File: config.mk
export PLATFORM = sky130hd
export DESIGN_NAME = encoder_digit_editor_flat
export DESIGN_NICKNAME = d
export VERILOG_FILES = /design/src/rtl/encoder_digit_editor_if.sv /design/src/rtl/encoder_digit_editor.sv /design/src/flat_wrapper.sv
export SDC_FILE = /design/constraint.sdc
export NUM_CORES = 1
export LEC_CHECK = 0
export BUFFER_PORTS_ARGS = -buffer_cell sky130_fd_sc_hd__buf_4
export CORE_MARGIN = 3
export CORE_UTILIZATION = 47
export CTS_CLUSTER_DIAMETER = 200
export DETAILED_ROUTE_END_ITERATION = 10
export GPL_TIMING_DRIVEN = 1
export PLACE_DENSITY = 0.68
export SLEW_MARGIN = 15
export SYNTH_ARGS = -nofsm -noshare
export SYNTH_HDL_FRONTEND = slang
export SYNTH_SLANG_ARGS = --single-unit
File: constraint.sdc
create_clock -name i_Clk -period 3.9 [get_ports i_Clk]
set_input_delay 0.39 -clock i_Clk [delete_from_list [all_inputs] [get_ports i_Clk]]
set_output_delay 0.39 -clock i_Clk [all_outputs]
set_load 0.02 [all_outputs]
File: src/rtl/encoder_digit_editor_if.sv
// Encoder editor bus: rotation/press/load inputs and BCD display outputs.
// Clock and reset stay as plain ports on the editor.
interface encoder_digit_editor_if #(
  parameter int NUM_DIGITS = 8
);
  localparam int CW = $clog2(NUM_DIGITS);

  logic                    i_Left;
  logic                    i_Right;
  logic                    i_Press;
  logic                    i_Load;
  logic [4*NUM_DIGITS-1:0] i_LoadValue;
  logic [4*NUM_DIGITS-1:0] o_Value;
  logic [CW-1:0]           o_Cursor;
  logic                    o_Editing;
  logic                    o_Selecting;
  logic [NUM_DIGITS-1:0]   o_Blank;
  logic                    o_Commit;

  modport master (
    output i_Left, i_Right, i_Press, i_Load, i_LoadValue,
    input  o_Value, o_Cursor, o_Editing, o_Selecting,
    input  o_Blank, o_Commit
  );

  modport slave (
    input  i_Left, i_Right, i_Press, i_Load, i_LoadValue,
    output o_Value, o_Cursor, o_Editing, o_Selecting,
    output o_Blank, o_Commit
  );
endinterface

File: src/rtl/encoder_digit_editor.sv
// Rotary-encoder BCD digit editor: IDLE -> SELECT -> EDIT with cursor
// blink and inactivity timeout. All outputs registered.
module encoder_digit_editor #(
  parameter int NUM_DIGITS        = 8,
  parameter int BLINK_HALF_CYCLES = 12_500_000,
  parameter int TIMEOUT_CYCLES    = 250_000_000
) (
  input logic                  i_Clk,
  input logic                  i_Rst,
  encoder_digit_editor_if.slave bus
);
  localparam int CW = $clog2(NUM_DIGITS);
  localparam int BW = (BLINK_HALF_CYCLES > 1) ?
                      $clog2(BLINK_HALF_CYCLES) : 1;
  localparam int TW = (TIMEOUT_CYCLES > 1) ?
                      $clog2(TIMEOUT_CYCLES) : 1;
  localparam int VW = 4 * NUM_DIGITS;
  localparam logic [CW-1:0] CMAX = CW'(NUM_DIGITS - 1);
  localparam logic [BW-1:0] BMAX = BW'(BLINK_HALF_CYCLES - 1);
  localparam logic [TW-1:0] TMAX = TW'(TIMEOUT_CYCLES - 1);

  typedef enum logic [1:0] {
    S_IDLE,
    S_SELECT,
    S_EDIT
  } state_t;

  state_t              r_state;
  logic [VW-1:0]       r_value;
  logic [CW-1:0]       r_cursor;
  logic [BW-1:0]       r_blink;
  logic                r_phase_on;
  logic [TW-1:0]       r_timeout;
  logic [NUM_DIGITS-1:0] r_blank;
  logic                r_commit;
  logic                r_editing;
  logic                r_selecting;

  state_t              w_state;
  logic [VW-1:0]       w_value;
  logic [CW-1:0]       w_cursor;
  logic [BW-1:0]       w_blink;
  logic                w_phase_on;
  logic [TW-1:0]       w_timeout;
  logic [NUM_DIGITS-1:0] w_blank;
  logic                w_commit;
  logic                w_rot_l;
  logic                w_rot_r;
  logic [3:0]          w_digit;
  logic [3:0]          w_dig_up;
  logic [3:0]          w_dig_dn;
  logic [CW-1:0]       w_cur_l;
  logic [CW-1:0]       w_cur_r;

  assign w_rot_l = bus.i_Left & ~bus.i_Right;
  assign w_rot_r = bus.i_Right & ~bus.i_Left;
  assign w_digit = r_value[{r_cursor, 2'b00} +: 4];

  // Out-of-range nibbles behave as 9 before wrapping
  assign w_dig_up = (w_digit >= 4'd9) ? 4'd0 : w_digit + 4'd1;
  assign w_dig_dn = (w_digit == 4'd0) ? 4'd9 :
                    (w_digit > 4'd9)  ? 4'd8 : w_digit - 4'd1;
  assign w_cur_l  = (r_cursor == CMAX) ? '0 : r_cursor + 1'b1;
  assign w_cur_r  = (r_cursor == '0) ? CMAX : r_cursor - 1'b1;

  always_comb begin
    w_state    = r_state;
    w_value    = r_value;
    w_cursor   = r_cursor;
    w_blink    = '0;
    w_phase_on = 1'b1;
    w_timeout  = '0;
    w_commit   = 1'b0;
    w_blank    = '0;
    if (bus.i_Load) begin
      w_value = bus.i_LoadValue;
      w_state = S_IDLE;
    end else begin
      unique case (r_state)
        S_IDLE: begin
          if (bus.i_Press) w_state = S_SELECT;
        end
        S_SELECT, S_EDIT: begin
          w_timeout = r_timeout + 1'b1;
          if (r_blink == BMAX) begin
            w_blink    = '0;
            w_phase_on = ~r_phase_on;
          end else begin
            w_blink    = r_blink + 1'b1;
            w_phase_on = r_phase_on;
          end
          if (bus.i_Press) begin
            w_state    = (r_state == S_SELECT) ? S_EDIT : S_SELECT;
            w_timeout  = '0;
            w_blink    = '0;
            w_phase_on = 1'b1;
          end else if (w_rot_l || w_rot_r) begin
            w_timeout  = '0;
            w_blink    = '0;
            w_phase_on = 1'b1;
            if (r_state == S_SELECT) begin
              w_cursor = w_rot_l ? w_cur_l : w_cur_r;
            end else begin
              w_value[{r_cursor, 2'b00} +: 4] =
                w_rot_r ? w_dig_up : w_dig_dn;
            end
          end else if (r_timeout == TMAX) begin
            w_state   = S_IDLE;
            w_commit  = 1'b1;
            w_timeout = '0;
          end
        end
        default: w_state = S_IDLE;
      endcase
    end
    if (w_state != S_IDLE) begin
      w_blank[w_cursor] = ~w_phase_on;
    end
  end

  always_ff @(posedge i_Clk or posedge i_Rst) begin
    if (i_Rst) begin
      r_state     <= S_IDLE;
      r_value     <= '0;
      r_cursor    <= CMAX;
      r_blink     <= '0;
      r_phase_on  <= 1'b1;
      r_timeout   <= '0;
      r_blank     <= '0;
      r_commit    <= 1'b0;
      r_editing   <= 1'b0;
      r_selecting <= 1'b0;
    end else begin
      r_state     <= w_state;
      r_value     <= w_value;
      r_cursor    <= w_cursor;
      r_blink     <= w_blink;
      r_phase_on  <= w_phase_on;
      r_timeout   <= w_timeout;
      r_blank     <= w_blank;
      r_commit    <= w_commit;
      r_editing   <= (w_state == S_EDIT);
      r_selecting <= (w_state == S_SELECT);
    end
  end

  assign bus.o_Value     = r_value;
  assign bus.o_Cursor    = r_cursor;
  assign bus.o_Editing   = r_editing;
  assign bus.o_Selecting = r_selecting;
  assign bus.o_Blank     = r_blank;
  assign bus.o_Commit    = r_commit;
endmodule
File: src/flat_wrapper.sv
// flat-port wrapper written by rule: the top's interface ports become plain ports
module encoder_digit_editor_flat 
#(
  parameter int NUM_DIGITS        = 8,
  parameter int BLINK_HALF_CYCLES = 12_500_000,
  parameter int TIMEOUT_CYCLES    = 250_000_000
)
  (i_Clk, i_Rst, bus_i_Left, bus_i_Right, bus_i_Press, bus_i_Load, bus_i_LoadValue, bus_o_Value, bus_o_Cursor, bus_o_Editing, bus_o_Selecting, bus_o_Blank, bus_o_Commit);
  encoder_digit_editor_if #(.NUM_DIGITS(NUM_DIGITS)) bus_i ();
  input logic i_Clk;
  input logic i_Rst;
  input wire logic [$bits(bus_i.i_Left)-1:0] bus_i_Left;
  input wire logic [$bits(bus_i.i_Right)-1:0] bus_i_Right;
  input wire logic [$bits(bus_i.i_Press)-1:0] bus_i_Press;
  input wire logic [$bits(bus_i.i_Load)-1:0] bus_i_Load;
  input wire logic [$bits(bus_i.i_LoadValue)-1:0] bus_i_LoadValue;
  output wire logic [$bits(bus_i.o_Value)-1:0] bus_o_Value;
  output wire logic [$bits(bus_i.o_Cursor)-1:0] bus_o_Cursor;
  output wire logic [$bits(bus_i.o_Editing)-1:0] bus_o_Editing;
  output wire logic [$bits(bus_i.o_Selecting)-1:0] bus_o_Selecting;
  output wire logic [$bits(bus_i.o_Blank)-1:0] bus_o_Blank;
  output wire logic [$bits(bus_i.o_Commit)-1:0] bus_o_Commit;
  assign bus_i.i_Left = bus_i_Left;
  assign bus_i.i_Right = bus_i_Right;
  assign bus_i.i_Press = bus_i_Press;
  assign bus_i.i_Load = bus_i_Load;
  assign bus_i.i_LoadValue = bus_i_LoadValue;
  assign bus_o_Value = bus_i.o_Value;
  assign bus_o_Cursor = bus_i.o_Cursor;
  assign bus_o_Editing = bus_i.o_Editing;
  assign bus_o_Selecting = bus_i.o_Selecting;
  assign bus_o_Blank = bus_i.o_Blank;
  assign bus_o_Commit = bus_i.o_Commit;
  encoder_digit_editor #(.NUM_DIGITS(NUM_DIGITS), .BLINK_HALF_CYCLES(BLINK_HALF_CYCLES), .TIMEOUT_CYCLES(TIMEOUT_CYCLES)) u_core (.i_Clk(i_Clk), .i_Rst(i_Rst), .bus(bus_i));
endmodule
==> results of run 1 <==
## final timing paths
path                                             startpoint                                 end  slack, ps  depth (start not counted)
max                        u_core.bus.o_Cursor[1]$_DFF_PP1_   u_core.bus.o_Value[8]$_DFFE_PP0P_        710                          7
min                                                   i_Rst      u_core.r_timeout[22]$_DFF_PP0_        110                          2
max reg2reg                u_core.bus.o_Cursor[1]$_DFF_PP1_   u_core.bus.o_Value[8]$_DFFE_PP0P_        710                          7
min reg2reg                     u_core.r_blink[0]$_DFF_PP0_         u_core.r_blink[0]$_DFF_PP0_        480                          1
max in group asynchronous                             i_Rst  u_core.bus.o_Value[12]$_DFFE_PP0P_       3000                          3
min in group i_Clk                      bus_i_LoadValue[17]  u_core.bus.o_Value[17]$_DFFE_PP0P_        260                          3
## cell type report
cell class	count	area [um2]
repair buffers	87	653
fillers	945	4570
multi-input cells	414	2740
inverters	22	85.1
well taps	140	175
clock inverters	5	81.3
clock buffers	11	243
flip-flops and latches	101	2530
## metal layers
metal  GRT usage, %  vias up  wire length, um
li1               -     2151                -
met1           31.2     2198             6210
met4           5.69        0              154
met5              0        -                0
met3           4.83       16              845
met2           34.1      151             6560
## critical path: stages, from the launching register on
cell     delay [ps]
dfstp_2         720
mux4_2          340
mux2i_1         450
inv_1           150
ha_1            270
o221a_2         300
a22oi_1         570
o21ai_0         220
## logic make-up after synthesis
logic type,share of synthesized area (%)
xor+xnor,7.58
flops,46.6
compound gates,13.1
mux,4.33
buf+inv,2.93
fa+ha+maj,4.38
simple gates,21.1
## report_power, final
group / internal (mW) / total (mW) / switching, mW
Combinational: 0.348 / 0.922 / 0.573
Sequential: 1.10 / 1.16 / 0.0614
Clock: 0.581 / 0.965 / 0.383
## cells in the final DEF, fill, tap and decap left out, types with 3 or more instances in the layout
cell	instances
nand2_1	43
mux2_2	4
nor3b_1	4
nand2b_1	5
nor4_1	13
o21ai_0	22
a21oi_1	18
xnor2_1	18
and4_1	3
o21ai_1	14
nor2b_1	5
dfrtp_1	97
nand3_1	23
nand4_1	11
and3_1	14
buf_4	87
ha_1	19
nor2_1	66
nor3_1	13
dfstp_2	4
or3_1	5
mux4_2	4
or2_2	3
xor2_1	29
mux2i_1	10
inv_1	21
a22oi_1	25
clkbuf_16	9
nor4b_1	3
## sequential cells by signal, indices dropped and copies added, names as in the netlist, 2 cells and up
register / count
u_core.bus.o_Value: 32
u_core.r_timeout: 28
u_core.r_blink: 24
u_core.bus.o_Blank: 8
u_core.bus.o_Cursor: 3
u_core.r_state: 2
==> flow_metrics.py, run 1 <==
metrics = {
    "clock_tree": {
        "cts_tree": "yes",
        "clkTransAtPathRegs_ps": 70,
        "cts.sinks": 101,
        "cts_made_buffers": 9,
        "h-tree-depth": 3,
        "root_buffer": "clkbuf_16",
        "post-cts-setup-buffer-count": 0,
        "clock_latency_ps": 340,
        "cts_resized": 0,
        "ctsHoldBuffers": 0,
        "cts_buffer_depth": 2,
    },
    "synth": {
        "synth_edf_count": 0,
        "synth_common_cells": "dfrtp_1 (97), nor2_1 (66), nand2_1 (43)",
        "yosysMostFrequentCell": "dfrtp_1",
        "netlist_instances": 553,
        "synth.area.top_cells": "dfrtp_1 (45%), xor2_1 (4.7%), nor2_1 (4.6%)",
        "postSynthAreaPerCell_um2": 9.82,
        "synth_flop_cell": "dfrtp_1",
        "synth_top_area_share_pct": 44.7,
        "ys_ff_latch": 101,
        "syn-num-nets": 610,
        "synth_area_leader_cell": "dfrtp_1",
        "synthArstFlopShare_pct": 100,
        "syn_area_um2": 5430,
        "ys_warn_count": 0,
        "synth_seq_area_share_pct": 46.6,
        "yosys.cell_types.count": 60,
    },
    "timing": {
        "relSlewSlack_pct": 40.4,
        "worstMarginPinSlew_ps": 894,
        "setup-violations-final": 0,
        "timing.hold.ws_ps": 109,
        "timing.final.crit_share_pct": 81.9,
        "tns_ps": 0,
        "finalHoldViolCount": 0,
        "fmax_mhz": 313,
        "finalCriticalPeriod_ps": 3190,
        "layout_setup_ws_ps": 706,
        "finClkSkew_ps": 6.71,
        "slew_violations": 0,
        "rsz0062_at_grt": "no",
    },
    "global_route": {
        "grt_max_degree": 54,
        "antenna_found_initial": 0,
        "overflow": 0,
        "grt_pass1_vias": 4468,
        "grt.total_usage_pct": 21.9,
        "grt_pass1_wl_um": 22600,
    },
    "setup_path": {
        "critPathLaunchType": "flop",
        "crit_fanout": 15,
        "required_ps": 4090,
        "worstPathArrival_ps": 3380,
        "critPathKind": "reg2reg",
        "end_kind": "flop",
    },
    "routing": {
        "drtPass1Iterations": 5,
        "wl_per_cell_um": 17.6,
        "drc": 0,
        "vias": 4516,
        "drt_wl_total_um": 13800,
        "ant_nets": 0,
        "avgViaCountPerCell": 5.79,
        "drt_iter0_drc": 405,
    },
    "floorplanning": {
        "die_area_um2": 12900,
        "start_util_pct": 49.0,
        "die_y_um": 114,
        "coreArea_um2": 11100,
        "die_x_um": 114,
        "fp-row-count": 38,
        "io_pins": 84,
    },
    "place": {
        "routabilityCongestion": 0.922,
        "pre_cts_ws_ps": 780,
        "dp.cells": 764,
        "dp_hpwl_um": 10000,
        "io_buffers": 83,
        "dpl-instance-area_um2": 6190,
    },
    "layout": {
        "areaGrowthSynthToFinish_pct": 19.9,
        "final_area_um2": 6510,
        "post-route-util_pct": 58.8,
        "nNetsFinal": 692,
        "drive_gt1_share_pct": 19.4,
        "antenna_cells": 0,
        "stdcell_count": 780,
    },
    "power": {
        "powerDensity_nw_per_um2": 468,
        "leakage_nw": 2.84,
        "vdd_drop_max_mv": 0.327,
        "power_mw": 3.04,
    },
    "run": {
        "cap_violations": 0,
    },
    "hold_path": {
        "min_path_type": "in2async",
    },
    "outcome": {
        "outcome": "finished clean",
    },
}
Power figures use the tool's default switching activity.
==> inputs of run 2 (changes only) <==
==> constraint.sdc (replaced) <==
create_clock -name i_Clk -period 3.3 [get_ports i_Clk]
set_input_delay 0.33 -clock i_Clk [delete_from_list [all_inputs] [get_ports i_Clk]]
set_output_delay 0.33 -clock i_Clk [all_outputs]
set_load 0.02 [all_outputs]
==> flow_metrics.py, run 2 (same netlist as run 1, synthesis figures left out) <==
metrics = {
    "timing": {
        "tns_ps": 0,
        "finClkSkew_ps": 10.1,
        "rsz0062_at_grt": "no",
        "slew_violations": 0,
        "finalHoldViolCount": 0,
        "timing.hold.ws_ps": 93.7,
        "setup-violations-final": 0,
        "layout_setup_ws_ps": 198,
        "worstMarginPinSlew_ps": 873,
        "timing.final.crit_share_pct": 94.0,
        "fmax_mhz": 322,
        "finalCriticalPeriod_ps": 3100,
        "relSlewSlack_pct": 40.9,
    },
    "floorplanning": {
        "start_util_pct": 49.0,
        "io_pins": 84,
        "die_area_um2": 12900,
        "die_y_um": 114,
        "fp-row-count": 38,
        "coreArea_um2": 11100,
        "die_x_um": 114,
    },
    "clock_tree": {
        "cts.sinks": 101,
        "root_buffer": "clkbuf_16",
        "clock_latency_ps": 340,
        "ctsHoldBuffers": 0,
        "cts_tree": "yes",
        "h-tree-depth": 3,
        "post-cts-setup-buffer-count": 0,
        "clkTransAtPathRegs_ps": 70,
        "cts_resized": 0,
        "cts_made_buffers": 9,
        "cts_buffer_depth": 2,
    },
    "layout": {
        "largest_register_ffs": 32,
        "final_area_um2": 6500,
        "areaGrowthSynthToFinish_pct": 19.7,
        "drive_gt1_share_pct": 19.6,
        "final_common_cell": "dfrtp_1",
        "layout_common_cells": "dfrtp_1 (97), buf_4 (89), nor2_1 (66)",
        "antenna_cells": 0,
        "stdcell_count": 783,
        "post-route-util_pct": 58.7,
        "nNetsFinal": 695,
    },
    "place": {
        "pre_cts_ws_ps": 237,
        "dpl-instance-area_um2": 6220,
        "dp.cells": 767,
        "routabilityCongestion": 0.897,
        "io_buffers": 83,
        "dp_hpwl_um": 9870,
    },
    "setup_path": {
        "worst_path_max_delay_cell": "dfstp_2",
        "crit_fanout": 14,
        "critPathBufInv": 1,
        "slowest_delay_ps": 760,
        "end_kind": "flop",
        "critPathKind": "reg2reg",
        "cp_top_family": "compound AO/OA/AOI/OAI gates",
        "critPathLaunchType": "flop",
        "worstPathArrival_ps": 3360,
        "crit_start": "u_core.bus.o_Cursor[0]$_DFF_PP1_",
        "crit_chain": "buf_4, mux2i_1, o2bb2ai_1, or2_1, ha_1, o221a_2, a311oi_1, o22ai_4, o221ai_1",
        "required_ps": 3560,
        "r2r-start": "u_core.bus.o_Cursor[0]$_DFF_PP1_",
    },
    "global_route": {
        "antenna_found_initial": 0,
        "grt_max_degree": 102,
        "overflow": 0,
        "grt_pass1_vias": 4319,
        "grt_pass1_wl_um": 22200,
        "grt.total_usage_pct": 21.5,
    },
    "outcome": {
        "outcome": "finished clean",
    },
    "hold_path": {
        "min_path_type": "in2async",
    },
    "routing": {
        "avgViaCountPerCell": 5.75,
        "vias": 4499,
        "drt_iter0_drc": 318,
        "ant_nets": 0,
        "drc": 0,
        "drtPass1Iterations": 5,
        "drt_wl_total_um": 13400,
        "wl_per_cell_um": 17.1,
    },
    "power": {
        "powerDensity_nw_per_um2": 537,
        "leakage_nw": 2.84,
        "power_mw": 3.49,
        "vdd_drop_max_mv": 0.312,
    },
    "run": {
        "cap_violations": 0,
    },
}
[run 2: cell types whose count changed in the layout (fill, tap and decap cells not counted), sizes merged]
cell / delta
clkbuf: +2
bufinv: -2
buf: +3
[run 2: final timing paths]
path,slack (ps),cells past startpoint,endpoint
max,200,9,u_core.bus.o_Value[3]$_DFFE_PP0P_
min,90,3,u_core.bus.o_Blank[3]$_DFF_PP0_
max reg2reg,200,9,u_core.bus.o_Value[3]$_DFFE_PP0P_
min reg2reg,480,1,u_core.r_blink[0]$_DFF_PP0_
max in group asynchronous,2800,3,u_core.bus.o_Value[19]$_DFFE_PP0P_
min in group i_Clk,200,3,u_core.bus.o_Value[0]$_DFFE_PP0P_
[run 2: routing by layer]
| metal | wire length, um | track usage [%] | vias up |
|---|---|---|---|
| li1 | - | - | 2154 |
| met5 | 0 | 0 | - |
| met2 | 6280 | 32.3 | 145 |
| met3 | 926 | 5.15 | 11 |
| met4 | 114 | 4.81 | 0 |
| met1 | 6070 | 31.7 | 2189 |
[run 2: worst reg2reg max path, cell delays in order, from the launching register on]
cell and delay, ps:
dfstp_2 760, buf_4 260, mux2i_1 110, o2bb2ai_1 170
or2_1 310, ha_1 300, o221a_2 300, a311oi_1 420
o22ai_4 190, o221ai_1 210
[run 2: where the power goes]
group | internal (mW) | switching, mW
registers | 1.30 | 0.0933
logic | 0.435 | 0.664
clock network | 0.555 | 0.448
[run 2: layout make-up]
class                   count  area [um2]
fillers                   966        4580
repair buffers             90         688
well taps                 140         175
clock buffers              13         260
flip-flops and latches    101        2530
inverters                  22        85.1
multi-input cells         414        2740
clock inverters             3        21.3
